--- config.mk ---
export PLATFORM = sky130hd
export DESIGN_NAME = alu_sequencer
export DESIGN_NICKNAME = d
export VERILOG_FILES = /design/src/rtl/alu_sequencer.sv
export SDC_FILE = /design/constraint.sdc
export NUM_CORES = 1
export LEC_CHECK = 0
export CAP_MARGIN = 0
export CORE_MARGIN = 1
export CORE_UTILIZATION = 25
export CTS_CLUSTER_DIAMETER = 120
export DETAILED_ROUTE_END_ITERATION = 6
export GPL_TIMING_DRIVEN = 1
export MAX_ROUTING_LAYER = met4
export SETUP_SLACK_MARGIN = 0.4
export SYNTH_ARGS = -nofsm -noshare
export SYNTH_HDL_FRONTEND = slang
export SYNTH_SLANG_ARGS = --single-unit
--- constraint.sdc ---
create_clock -name clk -period 5.3 [get_ports clk]
set_input_delay 1.59 -clock clk [delete_from_list [all_inputs] [get_ports clk]]
set_output_delay 1.59 -clock clk [all_outputs]
set_load 0.02 [all_outputs]
--- src/rtl/alu_sequencer.sv ---
// Issue stage in front of the 8-bit ALU: registers operands, brackets every op with NOP_OP,
// captures result/zero after SETTLE_CYCLES and returns them with the tag on a valid/ready port.
module alu_sequencer #(
    parameter logic [2:0] NOP_OP        = 3'b110,
    parameter int         SETTLE_CYCLES = 1,
    parameter int         DST_W         = 3
) (
    input  logic             clk,
    input  logic             rst_n,
    input  logic             req_valid,
    output logic             req_ready,
    input  logic [2:0]       req_op,
    input  logic [7:0]       req_a,
    input  logic [7:0]       req_b,
    input  logic [DST_W-1:0] req_dst,
    output logic [2:0]       alu_op,
    output logic [7:0]       alu_data1,
    output logic [7:0]       alu_data2,
    input  logic [7:0]       alu_result,
    input  logic             alu_zero,
    output logic             rsp_valid,
    input  logic             rsp_ready,
    output logic [7:0]       rsp_result,
    output logic             rsp_zero,
    output logic [DST_W-1:0] rsp_dst,
    output logic             rsp_err,
    output logic [7:0]       ops_done
);

    // Both ports: a transfer happens on a rising edge where valid and ready are both high;
    // valid never waits for ready, and ready is a function of state (and rsp_ready) only.

    typedef enum logic [1:0] {IDLE, SETUP, EXEC, RESP} state_t;

    localparam logic [2:0] SETTLE_LOAD = 3'(SETTLE_CYCLES - 1);

    state_t           state;
    state_t           state_nx;
    logic [2:0]       op_q;
    logic [DST_W-1:0] dst_q;
    logic [2:0]       cnt;
    logic             accept;
    logic             op_legal;

    assign accept   = req_valid & req_ready;
    assign op_legal = (req_op <= 3'b101);

    always_ff @(posedge clk or negedge rst_n) begin
        if (!rst_n) begin
            state <= IDLE;
        end else begin
            state <= state_nx;
        end
    end

    always_comb begin
        state_nx = state;
        case (state)
            IDLE: begin
                if (req_valid) state_nx = op_legal ? SETUP : RESP;
            end
            SETUP: state_nx = EXEC;
            EXEC: begin
                if (cnt == 3'd0) state_nx = RESP;
            end
            RESP: begin
                if (rsp_ready) begin
                    if (req_valid) state_nx = op_legal ? SETUP : RESP;
                    else           state_nx = IDLE;
                end
            end
            default: state_nx = IDLE;
        endcase
    end

    always_comb begin
        req_ready = 1'b0;
        rsp_valid = 1'b0;
        case (state)
            IDLE: req_ready = 1'b1;
            RESP: begin
                rsp_valid = 1'b1;
                req_ready = rsp_ready;
            end
            default: begin
                req_ready = 1'b0;
                rsp_valid = 1'b0;
            end
        endcase
    end

    // alu_op follows the next state, so it is NOP in SETUP and always returns to NOP after EXEC.
    always_ff @(posedge clk or negedge rst_n) begin
        if (!rst_n) begin
            op_q       <= 3'd0;
            dst_q      <= '0;
            cnt        <= 3'd0;
            alu_op     <= NOP_OP;
            alu_data1  <= 8'd0;
            alu_data2  <= 8'd0;
            rsp_result <= 8'd0;
            rsp_zero   <= 1'b0;
            rsp_dst    <= '0;
            rsp_err    <= 1'b0;
            ops_done   <= 8'd0;
        end else begin
            alu_op <= (state_nx == EXEC) ? op_q : NOP_OP;
            if (accept) begin
                op_q  <= req_op;
                dst_q <= req_dst;
                if (op_legal) begin
                    alu_data1 <= req_a;
                    alu_data2 <= req_b;
                end else begin
                    rsp_result <= 8'd0;
                    rsp_zero   <= 1'b0;
                    rsp_dst    <= req_dst;
                    rsp_err    <= 1'b1;
                end
            end
            if (state == SETUP) begin
                cnt <= SETTLE_LOAD;
            end
            if (state == EXEC) begin
                if (cnt == 3'd0) begin
                    rsp_result <= alu_result;
                    rsp_zero   <= alu_zero;
                    rsp_dst    <= dst_q;
                    rsp_err    <= 1'b0;
                end else begin
                    cnt <= cnt - 3'd1;
                end
            end
            if (rsp_valid && rsp_ready) begin
                ops_done <= ops_done + 8'd1;
            end
        end
    end

endmodule
==> results.cfg, run 1 <==
[status]
status = finished, final reports clean

[worst_hold_path]
hold_depth = 1
worstHoldStart = ops_done[7]
holdCritPathClass = reg2reg
min_delay_worst_endpoint = ops_done[7]

[cells_and_area]
multiInputGateArea_um2 = 853
fillCellCount = 819
layout-area-overhead-vs-synth_pct = 44.8
drive_gt1_frac = 0.164
seq_area_mm2 = 0.00128
antenna_cells = 0
nets = 285
final_cells = 349

[timing]
holdWs_ns = 0.485
rsz0062_at_grt = no
slew_violations = 0
period_share = 0.882
finClkSkew_ns = 0.00687
timing.final.hold_violations = 0
max_freq_ghz = 0.214
setup_viol = 0
relSlewSlack = 0.565
worstMarginPinSlew_ns = 0.652
fin_crit_ns = 4.67
setup_tns_ns = 0

[yosys]
yosys_warnings = 0
syn_area_mm2 = 0.00218
synth_area_per_cell_um2 = 13.4
synth_nets = 204
syn_inst = 162
ys_seq_elements = 51
async_flop_share = 1.00
synth-seq-area-share = 0.587
synth_edf_count = 0
synth_ff_type = dfrtp_1
synth_cell_types = 32

[place]
io_buffers = 76
place.gp.congestion = 0.710
dp_cells = 341
dp_hpwl_um = 3320

[setup_path]
end_kind = output pin
cp.required_ns = 3.71
critPathKind = in2out
start_kind = input port
cp_max_fo = 8
r2r_end = alu_data1[0]
r2r_slack_ns = 2.87
critPathArrivalTime_ns = 3.08
regToRegStartpoint = state[0]
ff2ff_path_depth = 5

[global_route]
grt_usage = 0.111
antenna_found_initial = 0
grt_pass1_wl_um = 7370
overflow = 0
grt_max_degree = 52
grt_pass1_vias = 1545

[power_and_ir_drop]
p_total_uw = 1780
powerDensity_mw_per_mm2 = 565
ir_worst_vdd_mv = 0.192
power.leakage_uw = 0.00131

[clock_tree]
clk-insertion-delay-late_ns = 0.30
clkTransAtPathRegs_ns = 0.09
root_buffer = clkbuf_8
cts_setup_buffers = 0
cts_inserted_buffers = 5
cts_resized = 0
cts_tree = built
cts_htree_levels = 2
cts.sinks = 51
holdBufCountCts = 0
clockBufferDepth = 2

[floorplanning]
dieWidth_um = 95.3
rows = 33
coreArea_mm2 = 0.00834
dieArea_mm2 = 0.00909
floorplan.initialDensity = 0.261
io_pins = 77
die_h_um = 95.3

[job]
max_cap_viol_count = 0

[detailed_routing]
antenna_left = 0
dr.pass1.iters = 4
route.detailed.drc = 0
via_per_inst = 4.43
drt-initial-drc-count = 27
routedWlPerCell_um = 12.9
vias = 1547
routed_wl_um = 4520
## worst max-delay path: stages
cell and delay [ns]:
clkdlybuf4s50_1 0.62, a21oi_2 0.14, nor2_1 0.11, clkdlybuf4s50_1 0.63
## power breakdown
group          internal, µW  leakage [µW]  switching [µW]
combinational           461      0.000629             422
clock                   119     0.0000505             129
sequential              554      0.000632            96.8
total                  1130       0.00131             648
## cells in the mapped netlist, types with 3 or more instances
cell      instances  area share
inv_1             6       0.010
nand3b_1          5       0.017
mux2_2           23        0.12
nand4_1           3      0.0086
o21ai_0           8       0.018
xnor2_1           6       0.024
nor2_1            8       0.014
dfrtp_1          49        0.56
nand3_1           3      0.0069
a22o_1            9       0.036
nand2_1           6       0.010
mux2i_1           4       0.018
ha_1              7       0.040
## layout make-up
| cell class | instances | area share |
|---|---|---|
| clock inverters | 1 | 0.00238 |
| well taps | 105 | 0.0417 |
| flip-flops and latches | 51 | 0.406 |
| clock buffers | 7 | 0.0306 |
| repair buffers | 77 | 0.242 |
| multi-input cells | 102 | 0.271 |
| inverters | 6 | 0.00714 |
## stage by stage
step / worst slack, ns / util / cell area, µm²
after detailed placement: 0.618 / 0.366 / 3050
final: 0.627 / 0.378 / 3150
after CTS: 0.607 / 0.378 / 3150
after global routing: 0.533 / 0.378 / 3150
after floorplan: 1.75 / - / 2180
after global placement: 0.610 / 0.366 / 3050
## placed cells by master, fill, tap and decap left out, types with 2 or more instances in the layout
cell | synthesis | layout
inv_1 | 6 | 6
ha_1 | 7 | 7
nor2b_1 | 2 | 2
nor2_1 | 8 | 8
clkdlybuf4s50_1 | 0 | 75
dfrtp_1 | 49 | 49
nand3_1 | 3 | 3
a211o_1 | 2 | 2
nand2_1 | 6 | 6
nand4_1 | 3 | 3
xnor2_1 | 6 | 6
o21ai_0 | 8 | 8
dfstp_2 | 2 | 2
a21oi_1 | 2 | 2
clkbuf_8 | 0 | 7
mux2_2 | 23 | 23
a22o_1 | 9 | 9
mux2i_1 | 4 | 4
and3_1 | 2 | 2
nand3b_1 | 5 | 5
## cell families (layout without fill, tap and decap cells)
family | Yosys count | after routing | synth area share
and+or+nand+nor | 36 | 36 | 0.0983
muxes | 27 | 27 | 0.137
xor gates and xnor gates | 7 | 7 | 0.0282
buffers and inverters | 9 | 91 | 0.0207
DFF | 51 | 51 | 0.587
adders and majority gates | 7 | 7 | 0.0402
AOI/OAI and AO/OA | 25 | 25 | 0.0879
## layer usage
metal	vias to the layer above	share of wire	wire length, µm	track usage
met2	34	0.50	2250	0.179
li1	735	-	-	-
met5	-	0	0	-
met1	773	0.45	2040	0.132
met4	0	0.0091	41	0.0379
met3	5	0.040	179	0.0311
## how the worst max path moves through the flow
stage                           end  cells after the start  startpoint  slack (ns)
final                     req_ready                      4   rsp_ready        0.63
after global routing      req_ready                      4   rsp_ready        0.53
after CTS                 req_ready                      4   rsp_ready        0.61
after detailed placement  req_ready                      4   rsp_ready        0.62
after global placement    req_ready                      4   rsp_ready        0.61
after floorplan           req_ready                      2   rsp_ready        1.75
## registers in the layout, summed over array words and instances, names as in the netlist
signal / count
dst_q: 3
ops_done: 8
alu_data1: 8
cnt: 3
rsp_dst: 3
alu_data2: 8
state: 2
rsp_result: 8
rsp_err: 1
rsp_zero: 1
alu_op: 3
op_q: 3
(Power assumes the default switching activity.)
==> run 2, diff against run 1 <==
HOLD_SLACK_MARGIN = 0.12   (was not set)
==> results of run 2 <==
The final DEF is identical to that of run 1; final timing and power are the same.
==> run 3, diff against run 2 <==
ABC_AREA = 0   (was not set)
HOLD_SLACK_MARGIN = not set   (was 0.12)
clock period = 4.2 ns   (was 5.3 ns; I/O delays follow)
==> results.cfg, run 3 (same netlist as run 1, synthesis figures left out) <==
[timing]
period_share = 0.870
finClkSkew_ns = 0.00668
max_freq_ghz = 0.274
fin_crit_ns = 3.65
setup_tns_ns = 0
slew_violations = 0
setup_ws_ns = 0.547
relSlewSlack = 0.595
timing.final.hold_violations = 0
rsz0062_at_grt = no
worstMarginPinSlew_ns = 0.608
holdWs_ns = 0.475
setup_viol = 0

[detailed_routing]
dr.pass1.iters = 4
vias = 1548
drt-initial-drc-count = 47
routedWlPerCell_um = 13.2
antenna_left = 0
via_per_inst = 4.42
routed_wl_um = 4630
route.detailed.drc = 0

[cells_and_area]
final_cell_mix = 74 x clkdlybuf4s50_1, 49 x dfrtp_1, 23 x mux2_2
layout-area-overhead-vs-synth_pct = 44.3
antenna_cells = 0
layout_commonest_cell = clkdlybuf4s50_1
drive_gt1_frac = 0.163
nets = 286

[global_route]
overflow = 0
grt_max_degree = 28
antenna_found_initial = 0
grt_pass1_wl_um = 7600
grt_pass1_vias = 1622
grt_usage = 0.114

[worst_hold_path]
holdCritPathClass = reg2reg
hold_depth = 1
min_delay_worst_endpoint = ops_done[7]
worstHoldStart = ops_done[7]

[floorplanning]
dieWidth_um = 95.3
die_h_um = 95.3
io_pins = 77
dieArea_mm2 = 0.00909
coreArea_mm2 = 0.00834
rows = 33
floorplan.initialDensity = 0.261

[clock_tree]
clockBufferDepth = 2
cts_htree_levels = 2
clk-insertion-delay-late_ns = 0.30
cts_setup_buffers = 0
cts.sinks = 51
root_buffer = clkbuf_8
holdBufCountCts = 0
cts_inserted_buffers = 5
clkTransAtPathRegs_ns = 0.09
cts_tree = built
cts_resized = 1

[setup_path]
cp_max_fo = 3
r2r_slack_ns = 1.76
timing.critical_path.buf_inv = 2
worstPathCellList = clkdlybuf4s50_1 -> a21oi_2 -> nor2_1 -> dlygate4sd2_1
critPathMaxStageDelay_ns = 0.46
cp.required_ns = 2.94
regToRegStartpoint = state[0]
crit_family = buffers and inverters
critPathKind = in2out
r2r_end = alu_data1[7]
end_kind = output pin
critPathArrivalTime_ns = 2.39
critPathSlowestCell = clkdlybuf4s50_1
ff2ff_path_depth = 5
start_kind = input port

[job]
max_cap_viol_count = 0

[power_and_ir_drop]
power.leakage_uw = 0.00131
powerDensity_mw_per_mm2 = 703
ir_worst_vdd_mv = 0.210

[status]
status = finished, final reports clean

[place]
place_ws_ns = 0.315
place.gp.congestion = 0.732
io_buffers = 76
dp_hpwl_um = 3450
[run 3: final cells by class]
cell class | count | area (µm²)
timing repair buffer | 78 | 769
sequential | 51 | 1280
clock inverter | 2 | 13.8
fill | 858 | 5200
clock buffer | 6 | 72.6
multi-input combinational | 102 | 853
inverter | 6 | 22.5
tap | 105 | 131
[run 3: worst max path at each step]
stage / from / endpoint / cells after the start / slack (ns)
after floorplan: rsp_ready / req_ready / 2 / 1.31
after global placement: rsp_ready / req_ready / 4 / 0.29
after detailed placement: rsp_ready / req_ready / 4 / 0.31
after CTS: rsp_ready / req_ready / 4 / 0.54
after global routing: rsp_ready / req_ready / 4 / 0.47
final: rsp_ready / req_ready / 4 / 0.55
[run 3: stage by stage]
| stage | power [µW] | instance area, µm² | cells | util |
|---|---|---|---|---|
| finish | 2210 | 3140 | 350 | 0.377 |
| global route | 2380 | 3140 | 350 | 0.377 |
| CTS | 2250 | 3140 | 350 | 0.377 |
| detailed placement | 1970 | 3060 | 342 | 0.366 |
| global placement | 1950 | 3060 | 342 | 0.366 |
| floorplan | 1480 | 2180 | 162 | - |
[run 3: where the power goes]
part	switching, µW	internal [µW]
Combinational	532	578
Sequential	124	699
Clock	157	118
Total	813	1400
[run 3: worst register-to-register path: stages, from the launching register on]
cell and delay [ns]:
dfrtp_1 0.47, ha_1 0.36, a21oi_2 0.15, nor3b_4 0.37
a21boi_4 0.57, mux2_2 0.41
[run 3: routing by layer]
| metal | track usage | share of wire | wire, µm |
|---|---|---|---|
| met2 | 0.185 | 0.50 | 2320 |
| met4 | 0.0265 | 0 | 0 |
| met5 | - | 0 | 0 |
| met1 | 0.137 | 0.46 | 2140 |
| met3 | 0.0375 | 0.037 | 171 |
==> variant 1: new RTL, config.mk and constraints of run 3 <==
Register the output `rsp_err` once more, with the module's reset; this adds one clock of latency there. The other outputs are not delayed to match.
--- a/src/rtl/alu_sequencer.sv
+++ b/src/rtl/alu_sequencer.sv
@@ -34,4 +34,6 @@
 
     localparam logic [2:0] SETTLE_LOAD = 3'(SETTLE_CYCLES - 1);
+
+    logic rsp_err_s0;
 
     state_t           state;
@@ -102,5 +104,5 @@
             rsp_zero   <= 1'b0;
             rsp_dst    <= '0;
-            rsp_err    <= 1'b0;
+            rsp_err_s0 <= 1'b0;
             ops_done   <= 8'd0;
         end else begin
@@ -116,5 +118,5 @@
                     rsp_zero   <= 1'b0;
                     rsp_dst    <= req_dst;
-                    rsp_err    <= 1'b1;
+                    rsp_err_s0 <= 1'b1;
                 end
             end
@@ -127,5 +129,5 @@
                     rsp_zero   <= alu_zero;
                     rsp_dst    <= dst_q;
-                    rsp_err    <= 1'b0;
+                    rsp_err_s0 <= 1'b0;
                 end else begin
                     cnt <= cnt - 3'd1;
@@ -138,3 +140,11 @@
     end
 
+    always_ff @(posedge clk or negedge rst_n) begin
+        if (!rst_n) begin
+            rsp_err <= '0;
+        end else begin
+            rsp_err <= rsp_err_s0;
+        end
+    end
+
 endmodule
Function: changed (Yosys sat finds a counterexample within 4 cycles, from zero or initial values and one cycle with rst_n low).
==> variant 1 against run 3 <==
Area after synthesis up 1.1%. Cell count grew 0.29%. Final area is 1.5% higher. First-iteration DRC count shrank 13%. Routed wire length is 4.3% higher. Total power increased by 4.2%. Fmax shrank 0.96%. Global-route usage is essentially flat. Sequential cell count rose by 1. Non-clock buffer count unchanged. Die area rose by 1.1%. Clock skew rose by 0.00093 ns. Sequential power grew 2%. Setup slack got worse by 0.036 ns. Critical endpoint unchanged. Largest cell class unchanged. Largest power group unchanged.
==> variant 1: results (changes against run 3) <==
* Combined global-route utilization of all metal layers: 11.4% (about the same)
* Hold_sp: rsp_err_s0 (was ops_done[7])
- The fraction of the yosys area taken by sequential cells is 59.2% (was 58.7%).
- The number of buffers inserted during clock tree synthesis came to 5 (unchanged).
- Syn Nets: 205 (was 204)
* Dpl cells: 343 (was 342)
- Hold Path End: rsp_err (was ops_done[7])
- The post-layout net count came to 287 (was 286).
- The fill cell total of the finished layout came to 819 (was 858).
- The ratio of routed vias to standard cells is 4.41 (was 4.42).
- The number of antenna violations at the first check in global routing was 0 (unchanged).
* Data arrival time at the worst-slack endpoint: 2.43 ns (was 2.39 ns)
- Setup Fix Bufs, Post-CTS: 0 (unchanged)
- The last weighted congestion value of the routability-driven placer came to 0.743 (was 0.732).
- The global-route wire length before repair came to 7.72 mm (was 7.60 mm).
- Critical Path Fanout Max: 3 (unchanged)
- The mux share of post-synthesis cell area was 13.6% (was 13.7%).
- The total power divided by cell area is 722 nW/um^2 (was 703 nW/um^2).
* Fin Clk Skew: 0.00761 ns (was 0.00668 ns)
* Status: finished clean (unchanged)
* Largest net degree at the start of global routing: 29 (was 28)
- Ratio of cells with drive above 1 in the final layout: 16.3% (about the same)
* Ranking of synthesized cells by area: dfrtp_1 57%, mux2_2 12%, ha_1 4.0%, a22o_1 3.6%, dfstp_2 2.4% (was dfrtp_1 56%, mux2_2 12%, ha_1 4.0%, a22o_1 3.6%, dfstp_2 2.4%)
- The total number of vias came to 1547 (was 1548).
- Detailed placement HPWL: 3.48 mm (was 3.45 mm)
- Number of global-route vias before repair: 1551 (was 1622)
- Leak Pwr: 1.34 nW (was 1.31 nW)
- The switching part of the total power was 36.3% (was 36.8%).
- The mean instance size in the synthesized netlist came to 13.5 um^2 (was 13.4 um^2).
- The average routed wire per standard cell came to 13.7 um (was 13.2 um).
* Remaining max-slew budget at the tightest pin: 56.2% (was 59.5%)
- The destination of the worst register-to-register timing path was alu_data2[2] (was alu_data1[7]).
* XOR/XNOR share of the synthesized area: 2.78% (was 2.82%)
* Share of the synthesized area in compound gates (AO/OA/AOI/OAI): 8.69% (was 8.79%)
- The adder-cell area share of the yosys netlist is 3.98% (was 4.02%).
* Iteration-0 DRC Markers: 41 (was 47)
* Worst hold path stage count: 0 (was 1)
- The max-slew violation count came to 0 (unchanged).
* Most instantiated cells after synthesis: 50 x dfrtp_1, 23 x mux2_2, 9 x a22o_1, 8 x nor2_1, 8 x o21ai_0 (was 49 x dfrtp_1, 23 x mux2_2, 9 x a22o_1, 8 x nor2_1, 8 x o21ai_0)
- Maximum resistive drop on vdd: 0.274 mV (was 0.210 mV)
- The CTS H-tree depth was 2 (unchanged).
## variant 1: cell count changes after synthesis
cell,run 3,this run
dfrtp_1,49,50
## variant 1: cell type report
cell class,instances,share of cell area [%]
clock inverter,2,1.10
tap,105,4.12
timing repair buffer,78,24.1
inverter,6,0.706
clock buffer,6,2.28
sequential,52,40.9
multi-input combinational,102,26.8
## variant 1: cells by family (layout without fill, tap and decap cells)
family                     count (synthesis)  in the layout
AOI/OAI and AO/OA                         25             25
xor gates and xnor gates                   7              7
adders and majority gates                  7              7
buffers and inverters                      9             92
DFF                                       52             52
muxes                                     27             27
and+or+nand+nor                           36             36
## variant 1: worst max path at each step
| stage | endpoint | slack [ns] |
|---|---|---|
| after floorplan | req_ready | 1.31 |
| after global placement | req_ready | 0.24 |
| after detailed placement | req_ready | 0.27 |
| after CTS | req_ready | 0.52 |
| after global routing | req_ready | 0.47 |
| final | req_ready | 0.51 |
## variant 1: worst max-delay path, cell delays in order
cell and delay, ns:
clkdlybuf4s50_1 0.46, a21oi_2 0.28, nor2_1 0.10, dlygate4sd2_1 0.33
## variant 1: power by group through the flow
stage | clock network [mW] | logic, mW | registers [mW]
3_3_place_gp | 0 | 1.12 | 0.845
5_1_grt | 0.382 | 1.20 | 0.867
4_1_cts | 0.360 | 1.14 | 0.843
6_report | 0.347 | 1.12 | 0.838
2_1_floorplan | 0 | 0.462 | 1.03
3_5_place_dp | 0 | 1.14 | 0.847
## variant 1: stage by stage
stage / hold slack (ns) / setup WS [ns]
2_1_floorplan: 0.354 / 1.31
3_3_place_gp: 0.363 / 0.238
3_5_place_dp: 0.385 / 0.267
4_1_cts: 0.407 / 0.516
5_1_grt: 0.430 / 0.472
6_report: 0.400 / 0.511
## variant 1: routing by layer
metal	vias up	wire length (um)	global-route usage (%)
li1	737	-	-
met1	765	2100	14.2
met2	42	2420	18.6
met3	3	274	3.24
met4	0	29	2.61
met5	-	0	-
==> variant 2: new RTL, flow settings as in run 3 <==
Made on the original files. Change the parameter `DST_W` from 3 to 6.
--- a/src/rtl/alu_sequencer.sv
+++ b/src/rtl/alu_sequencer.sv
@@ -4,5 +4,5 @@
     parameter logic [2:0] NOP_OP        = 3'b110,
     parameter int         SETTLE_CYCLES = 1,
-    parameter int         DST_W         = 3
+    parameter int         DST_W         = 6
 ) (
     input  logic             clk,
Interface: changed (resized req_dst and rsp_dst); port bits go from 77 to 83. The function was not compared with the original's and may differ.
==> variant 2 against run 3 <==
Die area up 15%. Setup slack better by 0.075 ns. Cell count up 20%. Hold slack worse by 0.011 ns. Area after synthesis up 15%. Combinational power up 22%. Fmax up 2.1%. Sequential cell count up 6. Routed wire length up 24%. Total power up 30%. Synthesized cell count up 19%. Final area up 17%. Clock skew up 0.0011 ns. Critical path type unchanged. Largest cell class unchanged. Highest routed layer is now met4.
==> variant 2: results (changes against run 3) <==
* Count of port buffers added during placement: 82 (was 76)
* Met2 Routed Length: 2.80 mm (was 2.32 mm)
- Syn Nets: 237 (was 204)
* Final-layout clock-cell area share: 5.98% (was 2.75%)
- The final cell count without fillers is 420 (was 350).
* Max layer used: met4 (was met3)
- Status: finished clean (unchanged).
- The total number of vias was 1871 (was 1548).
- The ratio of cells with drive above 1 in the final layout came to 20.6% (was 16.3%).
- CLK BUF: 10 (was 6)
- The clock tree skew after final layout came to 0.00773 ns (was 0.00668 ns).
- The relative max-transition margin came to 46.9% (was 59.5%).
* Layout buffer count excluding clock buffers: 86 (was 78)
- The post-layout net count was 327 (was 286).
- The mean instance size in the synthesized netlist came to 13.0 um^2 (was 13.4 um^2).
- Clock sink count: 57 (was 51)
- The fraction of area in registers is 38.8% (was 40.7%).
* Global-route met1 utilization: 15.4% (was 13.7%)
- The met2 routing resource usage after global routing is 18.8% (was 18.5%).
* Most instantiated cells after synthesis: 55 x dfrtp_1, 27 x mux2_2, 11 x nor2_1, 9 x a22o_1, 9 x nand3_1 (was 49 x dfrtp_1, 23 x mux2_2, 9 x a22o_1, 8 x nor2_1, 8 x o21ai_0)
- Routed length on met3: 272 um (was 171 um)
- Post-route met1 wirelength: 2.58 mm (was 2.14 mm)
- Maximum resistive drop on vdd: 0.318 mV (was 0.210 mV)
- The global-route track usage on met3 was 3.35% (was 3.75%).
* Area after detailed placement: 3460 um^2 (was 3060 um^2)
- Post-detailed-route wirelength per cell: 13.7 um (was 13.2 um)
- The via count of the first global-routing pass is 1841 (was 1622).
- The reported sequential group power was 0.943 mW (was 0.824 mW).
* H-tree depth reported by CTS: 3 (was 2)
- The static power due to leakage is 1.56 nW (was 1.31 nW).
- Largest net degree at the start of global routing: 31 (was 28)
- Dpl cells: 403 (was 342)
- The largest stage delay on the critical path came to 0.53 ns (was 0.46 ns).
- The DRC violation total after the first TritonRoute iteration came to 85 (was 47).
- The clock transition at the registers of the reported paths came to 0.07 ns (was 0.09 ns).
- The final instance area is 3680 um^2 (was 3140 um^2).
## variant 2: logic make-up after synthesis
logic type	synth area share, %
flops	57.1
simple gates	10.3
compound gates	10.2
mux	13.4
buf+inv	3.15
xor+xnor	2.45
fa+ha+maj	3.50
## variant 2: worst paths after layout
kind                                   from           to  slack, ns
worst max-delay path              rsp_ready    req_ready       0.62
worst min-delay path            ops_done[7]  ops_done[7]       0.46
worst max register to register     state[0]     dst_q[5]       1.90
worst min register to register  ops_done[7]  ops_done[7]       0.46
max in group asynchronous             rst_n    alu_op[2]       2.38
min in group asynchronous             rst_n   rsp_dst[2]       0.94
## variant 2: per-stage QoR
stage / hold WS [ns] / setup WS, ns
2_1_floorplan: 0.441 / 1.18
3_3_place_gp: 0.460 / 0.256
3_5_place_dp: 0.457 / 0.280
4_1_cts: 0.471 / 0.612
5_1_grt: 0.482 / 0.597
6_report: 0.464 / 0.621
